`src/rtl/uart_command_decoder.sv`:
```
// Two-byte UART command framer: a command byte then a sensor address byte, presented
// on a valid/ready handshake with a timeout between the two bytes.
module uart_command_decoder #(
    parameter int         TIMEOUT_CLOCKS = 100000,
    parameter logic [7:0] LAST_CMD       = 8'h07
) (
    input  logic       clock,
    input  logic       reset_n,
    input  logic       has_data,
    input  logic [7:0] data_received,
    input  logic       cmd_ready,
    output logic       cmd_valid,
    output logic [7:0] cmd_code,
    output logic [4:0] sensor_addr,
    output logic       frame_error,
    output logic [1:0] error_kind,
    output logic       overrun,
    output logic       busy
);

    // A one-clock timeout still needs a one-bit timer.
    localparam int TIMER_W = (TIMEOUT_CLOCKS > 1) ? $clog2(TIMEOUT_CLOCKS) : 1;
    localparam logic [TIMER_W-1:0] TIMER_LAST = TIMER_W'(TIMEOUT_CLOCKS - 1);

    localparam logic [1:0] ERR_CMD     = 2'b01;
    localparam logic [1:0] ERR_ADDR    = 2'b10;
    localparam logic [1:0] ERR_TIMEOUT = 2'b11;

    typedef enum logic [1:0] {
        IDLE      = 2'd0,
        WAIT_ADDR = 2'd1,
        ISSUE     = 2'd2
    } state_t;

    state_t             state, state_nxt;
    logic [TIMER_W-1:0] timer, timer_nxt;
    logic [7:0]         cmd_code_nxt;
    logic [4:0]         sensor_addr_nxt;
    logic [1:0]         error_kind_nxt;
    logic               frame_error_nxt;
    logic               overrun_nxt;

    always_ff @(posedge clock or negedge reset_n) begin
        if (!reset_n) begin
            state       <= IDLE;
            timer       <= '0;
            cmd_code    <= '0;
            sensor_addr <= '0;
            error_kind  <= '0;
            frame_error <= 1'b0;
            overrun     <= 1'b0;
        end else begin
            state       <= state_nxt;
            timer       <= timer_nxt;
            cmd_code    <= cmd_code_nxt;
            sensor_addr <= sensor_addr_nxt;
            error_kind  <= error_kind_nxt;
            frame_error <= frame_error_nxt;
            overrun     <= overrun_nxt;
        end
    end

    always_comb begin
        state_nxt       = state;
        timer_nxt       = timer;
        cmd_code_nxt    = cmd_code;
        sensor_addr_nxt = sensor_addr;
        error_kind_nxt  = error_kind;
        frame_error_nxt = 1'b0;
        overrun_nxt     = 1'b0;
        case (state)
            IDLE: begin
                if (has_data) begin
                    if (data_received <= LAST_CMD) begin
                        cmd_code_nxt = data_received;
                        timer_nxt    = '0;
                        state_nxt    = WAIT_ADDR;
                    end else begin
                        frame_error_nxt = 1'b1;
                        error_kind_nxt  = ERR_CMD;
                    end
                end
            end
            WAIT_ADDR: begin
                // An arriving byte takes priority over an expiring timer.
                if (has_data) begin
                    if (data_received[7:5] == 3'b000) begin
                        sensor_addr_nxt = data_received[4:0];
                        state_nxt       = ISSUE;
                    end else begin
                        frame_error_nxt = 1'b1;
                        error_kind_nxt  = ERR_ADDR;
                        state_nxt       = IDLE;
                    end
                end else if (timer == TIMER_LAST) begin
                    frame_error_nxt = 1'b1;
                    error_kind_nxt  = ERR_TIMEOUT;
                    state_nxt       = IDLE;
                end else begin
                    timer_nxt = timer + TIMER_W'(1);
                end
            end
            ISSUE: begin
                // Bytes arriving while a command is pending are dropped, even on the transfer edge.
                overrun_nxt = has_data;
                if (cmd_ready) begin
                    state_nxt = IDLE;
                end
            end
            default: begin
                state_nxt = IDLE;
            end
        endcase
    end

    always_comb begin
        cmd_valid = (state == ISSUE);
        busy      = (state != IDLE);
    end

endmodule

```
`config.mk`:
```
export PLATFORM = sky130hd
export DESIGN_NAME = uart_command_decoder
export DESIGN_NICKNAME = d
export VERILOG_FILES = /design/src/rtl/uart_command_decoder.sv
export SDC_FILE = /design/constraint.sdc
export NUM_CORES = 1
export LEC_CHECK = 0
export ABC_AREA = 1
export ABC_CLOCK_PERIOD_IN_PS = 1600
export CAP_MARGIN = 10
export CELL_PAD_IN_SITES_DETAIL_PLACEMENT = 0
export CELL_PAD_IN_SITES_GLOBAL_PLACEMENT = 1
export CORE_MARGIN = 2
export CORE_UTILIZATION = 35
export CTS_CLUSTER_DIAMETER = 40
export CTS_CLUSTER_SIZE = 40
export DETAILED_ROUTE_END_ITERATION = 10
export HOLD_SLACK_MARGIN = 0.12
export PLACE_DENSITY = 0.73
export SYNTH_ARGS = -nofsm -noshare
export SYNTH_HDL_FRONTEND = slang
export SYNTH_SLANG_ARGS = --single-unit
```
`constraint.sdc`:
```
create_clock -name clock -period 1.6 [get_ports clock]
set_input_delay 0.16 -clock clock [delete_from_list [all_inputs] [get_ports clock]]
set_output_delay 0.16 -clock clock [all_outputs]
set_load 0.01 [all_outputs]
```
==> results.json <==
{
  "clk_latency_ps": 290,
  "clk_pin_slew_ps": 70,
  "first_global_vias": 1788,
  "required_ps": 1440,
  "antenna_found_initial": 0,
  "dpl.cell_count": 394,
  "avgRoutedWirePerCell_um": 12.05,
  "antennaDiodeCount": 0,
  "max-slew-margin-rel_pct": 68.63,
  "met2_usage_pct": 25.58,
  "p_leak_nw": 1.342,
  "design_area_um2": 2715,
  "cts_inserted_buffers": 5,
  "reg2reg_from": "state[1]",
  "syn2layout_area_growth_pct": 33.13,
  "reg2regPathDepth": 7,
  "fp.dieW_um": 80.34,
  "start_util_pct": 36.59,
  "die-area_um2": 6454,
  "hold_path.class": "input pin to flip-flop",
  "use_met3_pct": 4.157,
  "fmax_mhz": 649.3,
  "drtAntennaViolNets": 0,
  "drtPass1Iterations": 4,
  "drt_wl_total_mm": 4.939,
  "chipHeight_um": 80.34,
  "p_per_area_nw_per_um2": 745.8,
  "whs_ps": 424.6,
  "maxSlewViolCount": 0,
  "synth-async-reset-ratio_pct": 100.0,
  "gr-usage-met1_pct": 24.19,
  "first_iter_violations": 92,
  "fin_cells": 410,
  "cts_buffer_depth": 2,
  "cp-end-kind": "output pin",
  "worst_pin_slew_ps": 470.5,
  "core_um2": 5574,
  "viasPerCell": 4.495,
  "htreeDepth": 2,
  "cp_data_arrival_time_ps": 1380,
  "nNetsFinal": 350,
  "fill_cells": 566,
  "hold_violations": 0,
  "synth_cells": 279,
  "fin_crit_ps": 1540,
  "grt.total_usage_pct": 16.97,
  "startpoint": "state[0]",
  "ys_seq_area_share_pct": 44.17,
  "synth_edf_count": 0,
  "yosys_warnings": 0,
  "layout-drive-gt1-share_pct": 17.75,
  "cap_viol_max_count": 0,
  "place_congestion": 0.8164,
  "syn_area_um2": 2039,
  "fp-row-count": 27,
  "fin_skew_ps": 7.912,
  "grt_start_max_net_pins": 37,
  "setup_viol": 0,
  "drc": 0,
  "path_class": "flip-flop to output pin",
  "placed_area_um2": 2494,
  "min_path_cells": 2,
  "synthesis.nets": 292,
  "grt_overflow_total": 0,
  "crit_fanout": 4,
  "syn_area_per_cell_um2": 7.310,
  "ys.flop_type": "dfrtp_1",
  "status": "finished clean",
  "synth_seq_cells": 36,
  "ys_types": 26,
  "grt_pass1_wl_mm": 8.369,
  "vias": 1843,
  "numPortBuffers": 30,
  "ir_drop_mv": 0.5236,
  "root_buffer": "clkbuf_8",
  "cts_tree": "yes",
  "hold_start": "cmd_ready",
  "io_pins": 31,
  "period_share_pct": 96.26,
  "grt_busiest_layer": "met2",
  "cp-start-kind": "flip-flop",
  "hpwl_mm": 3.685,
  "rsz0062_at_grt": "true",
  "clock_sinks": 36
}
metal layers:
metal / vias up / wire length [µm] / part of all wire (%)
li1: 982 / - / -
met1: 817 / 2435 / 49
met2: 38 / 2210 / 45
met3: 6 / 234 / 4.7
met4: 0 / 59 / 1.2
met5: - / 0 / 0
worst paths after layout:
kind                                  end  slack [ps]
setup / recovery                     busy          60
hold / removal                   state[1]         420
setup reg to reg                 timer[2]          90
hold reg to reg            sensor_addr[0]         480
max in group asynchronous        state[1]         800
min in group asynchronous        timer[1]         450
final cells by class:
| type | count | area, µm² | area share (%) |
|---|---|---|---|
| clock buffer | 8 | 90.09 | 3.318 |
| inverter | 29 | 115.1 | 4.240 |
| multi-input combinational | 208 | 1002 | 36.91 |
| timing repair buffer | 57 | 514.2 | 18.94 |
| tap | 72 | 90.09 | 3.318 |
| sequential | 36 | 903.4 | 33.27 |
cell families after synthesis:
| kind of cell | share of synthesized area (%) |
|---|---|
| DFF | 44.17 |
| xor gates and xnor gates | 2.147 |
| and+or+nand+nor | 41.96 |
| buffers and inverters | 9.079 |
| adders and majority gates | 0.6134 |
| AOI/OAI and AO/OA | 2.025 |
synthesized netlist by cell type (all sizes together), types with 2 or more instances:
cell | instances | area share, %
nor3 | 2 | 0.49
o21ai | 2 | 0.49
dfrtp | 36 | 44
nand3 | 27 | 7.5
buf | 5 | 2.9
nand4 | 6 | 1.8
nand2 | 110 | 21
xor2 | 4 | 1.7
nand3b | 2 | 0.74
a21oi | 4 | 1.2
nor2 | 48 | 9.9
inv | 29 | 5.5
worst max-delay path: stages, from the launching register on:
cell	delay, ps
dfrtp_2	440
nor2_4	140
inv_1	50
clkdlybuf4s50_1	470
what timing repair did:
action	CTS	global route
hold endpoints to repair	36	0
setup endpoints to repair	1	20
buffers inserted	0	7
resized for setup	4	16
hold buffers	1	0
pin swaps	0	9
cloned	0	0
cell usage in the layout (no fill, tap or decap), types with 6 or more instances in the layout:
| master | netlist | final |
|---|---|---|
| buf_4 | 0 | 24 |
| clkbuf_8 | 1 | 6 |
| clkdlybuf4s50_1 | 0 | 28 |
| dfrtp_1 | 36 | 34 |
| inv_1 | 25 | 24 |
| nand2_1 | 104 | 103 |
| nand3_1 | 25 | 25 |
| nand4_1 | 6 | 6 |
| nor2_1 | 43 | 40 |
| nor2_4 | 2 | 6 |
power by group:
| part | switching [mW] | internal (mW) | leakage (nW) | total, mW |
|---|---|---|---|---|
| Combinational | 0.154 | 0.187 | 0.818 | 0.341 |
| Sequential | 0.0373 | 0.978 | 0.478 | 1.02 |
| Clock | 0.318 | 0.351 | 0.0455 | 0.669 |
| Total | 0.509 | 1.52 | 1.34 | 2.02 |
registers in the layout (all words and copies together), names as in the netlist:
register / flops
timer: 17
cmd_code: 8
sensor_addr: 5
error_kind: 2
state: 2
frame_error: 1
overrun: 1
metrics by stage:
step / utilization [%] / setup slack, ps / TNS [ps] / power [mW]
global route: 48.71 / -41.78 / -59.33 / 2.140
finish: 48.71 / 59.77 / 0 / 2.025
CTS: 46.71 / 3.527 / 0 / 2.047
global placement: 44.74 / -2.636 / -2.636 / 1.364
detailed placement: 44.74 / -1.936 / -1.936 / 1.362
floorplan: - / 111.9 / 0 / 1.156
(Power assumes the default switching activity.)
